### config.mk
export PLATFORM = sky130hd
export DESIGN_NAME = max_score_tracker
export DESIGN_NICKNAME = d
export VERILOG_FILES = /design/src/rtl/local_align_pkg.sv /design/src/rtl/max_score_tracker.sv
export SDC_FILE = /design/constraint.sdc
export NUM_CORES = 1
export LEC_CHECK = 0
export BUFFER_PORTS_ARGS = -buffer_cell sky130_fd_sc_hd__buf_2
export CAP_MARGIN = 20
export CORE_MARGIN = 2
export CORE_UTILIZATION = 35
export DETAILED_ROUTE_END_ITERATION = 12
export PLACE_DENSITY_LB_ADDON = 0.2
export SETUP_SLACK_MARGIN = 0.2
export SKIP_LAST_GASP = 1
export SLEW_MARGIN = 15
export SYNTH_ARGS = -nofsm -noshare
export SYNTH_HDL_FRONTEND = slang
export SYNTH_SLANG_ARGS = --single-unit
### constraint.sdc
create_clock -name clk -period 3.95 [get_ports clk]
set_input_delay 0.5925 -clock clk [delete_from_list [all_inputs] [get_ports clk]]
set_output_delay 0.5925 -clock clk [all_outputs]
set_load 0.005 [all_outputs]
### src/rtl/local_align_pkg.sv
// Shared types and default widths for the local-alignment datapath.
package local_align_pkg;

  localparam int SCORE_BITS_WIDTH = 8;
  localparam int ROW_BITS_WIDTH   = 5;
  localparam int COL_BITS_WIDTH   = 5;

  typedef logic [SCORE_BITS_WIDTH-1:0] score_t;
  typedef logic [ROW_BITS_WIDTH-1:0]   row_t;
  typedef logic [COL_BITS_WIDTH-1:0]   col_t;

  typedef enum logic [1:0] {
    ST_IDLE  = 2'd0,
    ST_TRACK = 2'd1,
    ST_DONE  = 2'd2
  } tracker_state_e;

endpackage

### src/rtl/max_score_tracker.sv
// Running maximum over the per-cycle winners of max_of_n for one alignment
// matrix; the peak score and its coordinates are offered on a valid/ready
// result port once the last beat has been folded in.
//
// state | meaning
// ------+-----------------------------------------------------------------
// IDLE  | waiting for start; last result (if any) still visible on res_*
// TRACK | folding beats into the running best; busy = 1
// DONE  | result offered (res_valid = 1) until the consumer takes it
module max_score_tracker
  import local_align_pkg::*;
#(
  parameter int SCORE_BITS_WIDTH = local_align_pkg::SCORE_BITS_WIDTH,
  parameter int ROW_BITS_WIDTH   = local_align_pkg::ROW_BITS_WIDTH,
  parameter int COL_BITS_WIDTH   = local_align_pkg::COL_BITS_WIDTH,
  parameter int BEAT_CNT_WIDTH   = 10
) (
  input  logic                        clk,
  input  logic                        rst_n,
  input  logic                        start,
  input  logic                        in_valid,
  input  logic                        in_last,
  input  logic [SCORE_BITS_WIDTH-1:0] in_score,
  input  logic [ROW_BITS_WIDTH-1:0]   in_row,
  input  logic [COL_BITS_WIDTH-1:0]   in_col,
  output logic                        busy,
  output logic                        res_valid,
  input  logic                        res_ready,
  output logic [SCORE_BITS_WIDTH-1:0] res_score,
  output logic [ROW_BITS_WIDTH-1:0]   res_row,
  output logic [COL_BITS_WIDTH-1:0]   res_col,
  output logic [BEAT_CNT_WIDTH-1:0]   res_beats,
  output logic                        err_drop
);

  tracker_state_e state, state_nxt;
  logic           clear_run;
  logic           accept;
  logic           drop;
  logic           have_best;

  // State register.
  always_ff @(posedge clk or negedge rst_n) begin
    if (!rst_n) state <= ST_IDLE;
    else        state <= state_nxt;
  end

  // Next state, plus the clear strobe that opens a new matrix.
  always_comb begin
    state_nxt = state;
    clear_run = 1'b0;
    case (state)
      ST_IDLE: begin
        if (start) begin
          state_nxt = ST_TRACK;
          clear_run = 1'b1;
        end
      end
      ST_TRACK: begin
        if (in_valid && in_last) state_nxt = ST_DONE;
      end
      ST_DONE: begin
        if (res_ready) begin
          if (start) begin
            state_nxt = ST_TRACK;
            clear_run = 1'b1;
          end else begin
            state_nxt = ST_IDLE;
          end
        end
      end
      default: state_nxt = ST_IDLE;
    endcase
  end

  assign accept    = (state == ST_TRACK) && in_valid;
  assign drop      = (state != ST_TRACK) && in_valid;
  assign busy      = (state == ST_TRACK);
  assign res_valid = (state == ST_DONE);

  // Compare-and-load of the running best plus the saturating beat counter.
  // The first beat of a matrix loads unconditionally so an all-zero matrix
  // still reports real coordinates; ties keep the earlier beat (strict >).
  always_ff @(posedge clk or negedge rst_n) begin
    if (!rst_n) begin
      have_best <= 1'b0;
      res_score <= '0;
      res_row   <= '0;
      res_col   <= '0;
      res_beats <= '0;
    end else if (clear_run) begin
      have_best <= 1'b0;
      res_score <= '0;
      res_row   <= '0;
      res_col   <= '0;
      res_beats <= '0;
    end else if (accept) begin
      if (res_beats != {BEAT_CNT_WIDTH{1'b1}}) res_beats <= res_beats + 1'b1;
      if (!have_best || (in_score > res_score)) begin
        res_score <= in_score;
        res_row   <= in_row;
        res_col   <= in_col;
      end
      have_best <= 1'b1;
    end
  end

  // Sticky drop flag; a drop in the same cycle as start wins over the clear.
  always_ff @(posedge clk or negedge rst_n) begin
    if (!rst_n) err_drop <= 1'b0;
    else        err_drop <= (err_drop && !clear_run) || drop;
  end

endmodule

==> results of run 1 <==
[per-stage QoR]
step	utilization, %	hold WS, ps
final	45.5	358
after global routing	45.5	420
after CTS	45.5	393
after detailed placement	43.4	489
after global placement	43.4	491
after floorplan	-	297
[worst max-delay path: cells and delay by family]
kind	cells	cell delay, ps
AOI/OAI and AO/OA	3	680
muxes	1	220
adders and majority gates	1	320
buffers and inverters	2	430
[Yosys cell counts (2+ instances only)]
master,number
dfrtp_1,32
mux2i_1,18
inv_1,26
o21ai_0,3
nand2_1,27
nand3b_1,2
and3_1,2
xor2_1,4
ha_1,9
nand3_1,8
nor2_1,11
a211oi_1,3
xnor2_1,2
clkbuf_1,2
[per-layer routing]
layer | track usage [%] | up-vias | routed length (microns)
met1 | 19.3 | 625 | 1760
met3 | 4.88 | 4 | 229
met5 | 0 | - | 0
met4 | 5.45 | 0 | 41
li1 | - | 687 | -
met2 | 21.7 | 39 | 1560
[power by group through the flow]
stage	clock network (mW)	registers [mW]	logic [mW]
floorplan	0	0.528	0.313
global placement	0	0.535	0.488
detailed placement	0	0.528	0.498
CTS	0.278	0.528	0.498
global route	0.292	0.544	0.559
finish	0.269	0.526	0.487
[layout make-up]
type	count	area share (%)
tap	67	3.90
clock buffer	7	4.49
inverter	26	4.55
sequential	32	37.3
timing repair buffer	55	12.9
multi-input combinational	111	36.8
[kinds of logic after synthesis]
| family | synth area share (%) |
|---|---|
| simple gates | 18.4 |
| mux | 10.5 |
| fa+ha+maj | 6.54 |
| xor+xnor | 3.05 |
| buf+inv | 7.84 |
| compound gates | 7.19 |
| flops | 46.5 |
[path summary, 6_finish.rpt]
| check | from | end |
|---|---|---|
| worst max-delay path | in_score[3] | res_score[0]$_DFFE_PN0P_ |
| worst min-delay path | rst_n | res_col[2]$_DFFE_PN0P_ |
| min in group clk | err_drop$_DFF_PN0_ | err_drop$_DFF_PN0_ |
| worst min register to register | err_drop$_DFF_PN0_ | err_drop$_DFF_PN0_ |
| worst max register to register | res_score[3]$_DFFE_PN0P_ | res_score[0]$_DFFE_PN0P_ |
| max in group asynchronous | rst_n | res_beats[8]$_DFFE_PN0P_ |
[registers in the layout, summed over array words and instances, names as in the netlist]
register	cells
err_drop	1
have_best	1
res_col	5
res_row	5
res_score	8
state	2
res_beats	10
==> reports/metrics.cfg, run 1 <==
[yosys]
netlist.area_leader.share_pct=46.5
synth-main-ff-cell=dfrtp_1
synth_cell_type_count=39
ys_seq_area_share_pct=46.5
ys_seq_elements=32
yosys-top-cells-area=dfrtp_1, mux2i_1, ha_1
yosys_warnings=0
syn_area_per_cell_sq_um=9.90
netlist_instances=174
synth_area_sq_mm=0.00172
synth_area_leader_cell=dfrtp_1
synth-edff-count=0
async_reset_ff_share_pct=100
syn-num-nets=207

[cts]
ctsHoldBuffers=0
cts_resized=0
root_buffer=clkbuf_8
cts_tree=yes
cts_buffers=5
max-clock-path-buffers=2
cts_setup_buffers=0
path_clk_slew_ps=70
insertion_delay_ps=280
clkSinkCount=32
htreeDepth=2

[critical_path]
critPathMaxStageDelay_ps=330
setup.worst_path.start_class=input port
cp_common_cell=a211oi_1
r2r_slack_ps=1920
critPathCaptureType=register
worst-setup-path-type=input port to register
crit_chain=buf_2 -> ha_1 -> a211oi_1 -> a211oi_1 -> o21ai_2 -> buf_4 -> mux2i_1
cp.required_ps=4150
crit_fanout=14
crit_slowest_cell=buf_4
r2r_cells=7
cp.arrival_ps=2250

[place]
detailed_place_hpwl_mm=2.56
io_buffers=54
placedCellCount=291
place_area_sq_mm=0.00205
dp_slack_ps=1610
place.gp.congestion=0.744

[floorplanning]
die_h_microns=74.2
ios=55
num_rows=25
core_area_sq_mm=0.00472
start_util_pct=36.5
die_w_microns=74.2
design.die.area_sq_mm=0.00550

[detailed_routing]
avgViaCountPerCell=4.55
dr_total_vias=1355
wl_mm=3.60
drt-initial-drc-count=42
final_antenna_net_count=0
drt-pass1-iter-count=6
wl_per_cell_microns=12.1
drc=0

[hold_path]
hold_path.class=input port to asynchronous set/reset pin

[grt]
grt.total_usage_pct=14.4
grt_pass1_wl_mm=6.03
grt_pass1_vias=1296
antenna_found_initial=0
grt-ovfl-total=0
grt_max_degree=33

[sta]
slew_headroom_pct=36.5
post-route-worst-setup-slack_ps=1900
hold_violations=0
drv_slew=0
layout_min_cycle_time_ps=2050
timing.final.crit_share_pct=51.9
setup_viol_count_final=0
finClkSkew_ps=4.56
fin_tns_setup_ps=0
rsz0062_at_grt=no
fmax_ghz=0.488
worstMarginPinSlew_ps=949

[power_and_ir_drop]
cellPowerDensity_mw_per_mm2=597
seq_power_share_pct=41.0
p_switching_uw=450
sw_frac_of_total_pct=35.1
power_frac_clock_pct=21.0
combPwrFrac_pct=38.0
power.leakage_nw=1.25
p_int_uw=832
ir_drop_mv=0.236
finalPower_mw=1.28

[layout]
nFillCells=473
layout.cells.non_filler=298
final_cell_mix=buf_2, dfrtp_1, nand2_1
final_cell_area_sq_mm=0.00215
nNetsFinal=264
drive_above_1_share_pct=29.4
layout_commonest_cell=buf_2
syn2layout_area_growth_pct=24.6
final-seq-area_sq_um=801
multiInputGateArea_sq_um=791
insertedDiodeCount=0

[flow_run]
max_cap_viol_count=0

[run_status]
status=complete, no violations

(Power assumes the default switching activity.)
==> inputs of run 2 (changes only) <==
- ABC_AREA: default -> 1
- clock period: 3.95 -> 1.9 ns (I/O delays scaled with it)
==> run 2 against run 1 <==
Compared with the run above: area after synthesis rose by 13%; worst hold slack got worse by 310 ps; count of clock-buffer cells in the layout fell by 2; highest routed layer unchanged.
==> reports/metrics.cfg, run 2 <==
[power_and_ir_drop]
p_int_mw=2.08  ; was 832 uW
combPwrFrac_pct=55.2  ; was 38.0%
power.leakage_nw=1.44  ; was 1.25 nW
ir_drop_mv=0.577  ; was 0.236 mV
seq_power_share_pct=31.3  ; was 41.0%
p_switching_mw=1.62  ; was 450 uW
sw_frac_of_total_pct=43.8  ; was 35.1%
cellPowerDensity_mw_per_mm2=1390  ; was 597 mW/mm^2
power_frac_clock_pct=13.5  ; was 21.0%

[place]
detailed_place_hpwl_mm=3.15  ; was 2.56 mm
place.gp.congestion=0.762  ; was 0.744
io_buffers=54  ; unchanged
place_area_sq_mm=0.00226  ; was 0.00205 sq mm
dp_slack_ps=157  ; was 1610 ps

[floorplanning]
die_w_microns=78.7  ; was 74.2 microns
die_h_microns=78.7  ; was 74.2 microns
start_util_pct=35.9  ; was 36.5%
num_rows=27  ; was 25
ios=55  ; unchanged
core_area_sq_mm=0.00544  ; was 0.00472 sq mm
design.die.area_sq_mm=0.00620  ; was 0.00550 sq mm

[layout]
syn2layout_area_growth_pct=36.1  ; was 24.6%
regMostFlops=res_beats  ; unchanged
nNetsFinal=363  ; was 264
insertedDiodeCount=0  ; unchanged
largest_register_ffs=10  ; unchanged
final_cell_mix=buf_2, nand2_1, inv_1  ; was buf_2, dfrtp_1, nand2_1
nFillCells=568  ; was 473
layout_commonest_cell=buf_2  ; unchanged
drive_above_1_share_pct=40.3  ; was 29.4%
final_cell_area_sq_mm=0.00266  ; was 0.00215 sq mm
top_regs=res_beats: 10 flops, res_score: 8 flops  ; unchanged

[sta]
layout_min_cycle_time_ps=1670
drv_slew=0  ; unchanged
fmax_ghz=0.599
worstMarginPinSlew_ps=723  ; was 949 ps
hold_violations=0  ; unchanged
post-route-worst-setup-slack_ps=232  ; was 1900 ps
finClkSkew_ps=3.53  ; was 4.56 ps
timing.final.crit_share_pct=87.8
rsz0062_at_grt=yes  ; was no
setup_viol_count_final=0  ; unchanged
slew_headroom_pct=51.8  ; was 36.5%
fin_tns_setup_ps=0  ; unchanged

[critical_path]
crit_chain=inv_1 -> ha_4 -> a21o_1 -> nor2_1 -> nand2_2 -> nand2_4 -> nand2_8 -> buf_12 -> nand3_1 -> nand2_1  ; was buf_2 -> ha_1 -> a211oi_1 -> a211oi_1 -> o21ai_2 -> buf_4 -> mux2i_1
worst-setup-path-type=register to register  ; was input port to register
r2r_cells=10  ; was 7
critPathMaxStageDelay_ps=380  ; was 330 ps
reg2reg_from=res_score[7]$_DFFE_PN0P_  ; was res_score[3]$_DFFE_PN0P_
r2r_slack_ps=230  ; was 1920 ps
crit_end=res_score[5]$_DFFE_PN0P_  ; was res_score[0]$_DFFE_PN0P_
cp-startpoint=res_score[7]$_DFFE_PN0P_  ; was in_score[3]
cp.required_ps=2070  ; was 4150 ps
setup.worst_path.start_class=register  ; was input port
cp.arrival_ps=1840  ; was 2250 ps
r2r-end=res_score[5]$_DFFE_PN0P_  ; was res_score[0]$_DFFE_PN0P_
crit_slowest_cell=dfrtp_1  ; was buf_4
critPathCaptureType=register  ; unchanged
crit_fanout=8  ; was 14

[detailed_routing]
avgViaCountPerCell=4.57  ; was 4.55
drt-initial-drc-count=65  ; was 42
wl_mm=4.73  ; was 3.60 mm
drt-pass1-iter-count=4  ; was 6
dr_total_vias=1839  ; was 1355
drc=0  ; unchanged
wl_per_cell_microns=11.8  ; was 12.1 microns
final_antenna_net_count=0  ; unchanged

[yosys]
ys_seq_elements=32  ; unchanged
ys_seq_area_share_pct=41.0  ; was 46.5%
netlist.area_leader.share_pct=41.0  ; was 46.5%
yosys.cell_count.top_type=nand2_1  ; was dfrtp_1
netlist_instances=257  ; was 174
synth-edff-count=0  ; unchanged
syn_area_per_cell_sq_um=7.60  ; was 9.90 sq um
syn-num-nets=290  ; was 207
async_reset_ff_share_pct=100  ; unchanged
synth_area_sq_mm=0.00195  ; was 0.00172 sq mm
synth_area_leader_cell=dfrtp_1  ; unchanged
synth_cell_type_count=28  ; was 39
yosys-top-cells-area=dfrtp_1, nand2_1, inv_1  ; was dfrtp_1, mux2i_1, ha_1
yosys_warnings=0  ; unchanged
synthTopCellsByCount=nand2_1, inv_1, dfrtp_1  ; was dfrtp_1, nand2_1, inv_1
synth-main-ff-cell=dfrtp_1  ; unchanged

[cts]
max-clock-path-buffers=2  ; unchanged
cts_tree=yes  ; unchanged
path_clk_slew_ps=70  ; about the same
root_buffer=clkbuf_8  ; unchanged
clkSinkCount=32  ; unchanged
htreeDepth=2  ; unchanged
insertion_delay_ps=280  ; about the same
cts_buffers=5  ; unchanged

[grt]
grt-ovfl-total=0  ; unchanged
grt_pass1_vias=1652  ; was 1296
grt_max_degree=33  ; unchanged
use_met3_pct=4.09  ; was 4.88%
grt.total_usage_pct=15.6  ; was 14.4%
global_route.usage.met1_pct=19.8  ; was 19.3%
grtUsageMet2_pct=25.7  ; was 21.7%
grt-busiest-layer=met2  ; unchanged
antenna_found_initial=0  ; unchanged
grt_pass1_wl_mm=7.67  ; was 6.03 mm

[flow_run]
max_cap_viol_count=0  ; unchanged

[run_status]
status=complete, no violations  ; unchanged

[hold_path]
hold_path.class=input port to asynchronous set/reset pin  ; unchanged

## run 2: cell types whose count changed in the layout (fill, tap and decap cells not counted), sizes merged, moves of 9 or more
cell   delta
inv      +19
buf      +16
nor2     +19
nand2    +51
mux2i    -18
nand3    +22
o21ai     +9
## run 2: cell families after synthesis
group	after synthesis	synth area share [%]
simple gates	142	34.4
compound gates	21	6.21
fa+ha+maj	9	5.76
buf+inv	53	12.6
flops	32	41.0
## run 2: power by group through the flow
stage	registers [mW]	logic, mW	clock network, mW
after floorplan	1.16	1.06	0
after global placement	1.17	1.47	0
after detailed placement	1.16	1.51	0
after CTS	1.15	1.61	0.517
after global routing	1.20	2.30	0.554
final	1.16	2.04	0.500
## run 2: critical path, delay by kind of cell, from the launching register on
kind	cells	cell delay [ps]
AOI/OAI and AO/OA	1	170
adders and majority gates	1	200
buffers and inverters	2	250
DFF	1	380
and+or+nand+nor	6	540
## run 2: final cells by class
class / instances / area [sq um] / area share [%]
Inverter: 45 / 171 / 6.44
Clock inverter: 2 / 12.5 / 0.470
Timing Repair Buffer: 71 / 418 / 15.7
Multi-Input combinational cell: 175 / 1100 / 41.3
Sequential cell: 32 / 801 / 30.1
Tap cell: 72 / 90.1 / 3.39
Clock buffer: 5 / 68.8 / 2.59
## run 2: metrics by stage
| stage | util [%] | hold slack [ps] | cells | power [mW] |
|---|---|---|---|---|
| floorplan | - | -10.6 | 257 | 2.22 |
| global placement | 41.6 | 401 | 378 | 2.64 |
| detailed placement | 41.6 | 393 | 378 | 2.67 |
| CTS | 43.9 | 85.3 | 389 | 3.27 |
| global route | 48.9 | 114 | 402 | 4.05 |
| finish | 48.9 | 42.9 | 402 | 3.70 |
## run 2: what timing repair did
action | in CTS | in global routing
setup buffers | 3 | 11
setup endpoints to repair | 18 | 24
pin swaps | 1 | 16
resized for setup | 1 | 38
hold buffers | 0 | 0
gates cloned | 1 | 2
## run 2: worst min-delay path by stage
stage,from,end,slack [ps],cells past startpoint
floorplan,rst_n,err_drop$_DFF_PN0_,-10,0
global placement,rst_n,state[1]$_DFFE_PN0P_,400,1
detailed placement,rst_n,state[1]$_DFFE_PN0P_,390,1
CTS,rst_n,state[1]$_DFFE_PN0P_,90,1
global route,rst_n,state[1]$_DFFE_PN0P_,110,1
finish,rst_n,state[1]$_DFFE_PN0P_,40,1
## run 2: layer usage
layer	routed length [microns]	vias up
li1	-	939
met1	2110	844
met2	2310	47
met3	243	9
met4	67	0
met5	0	-
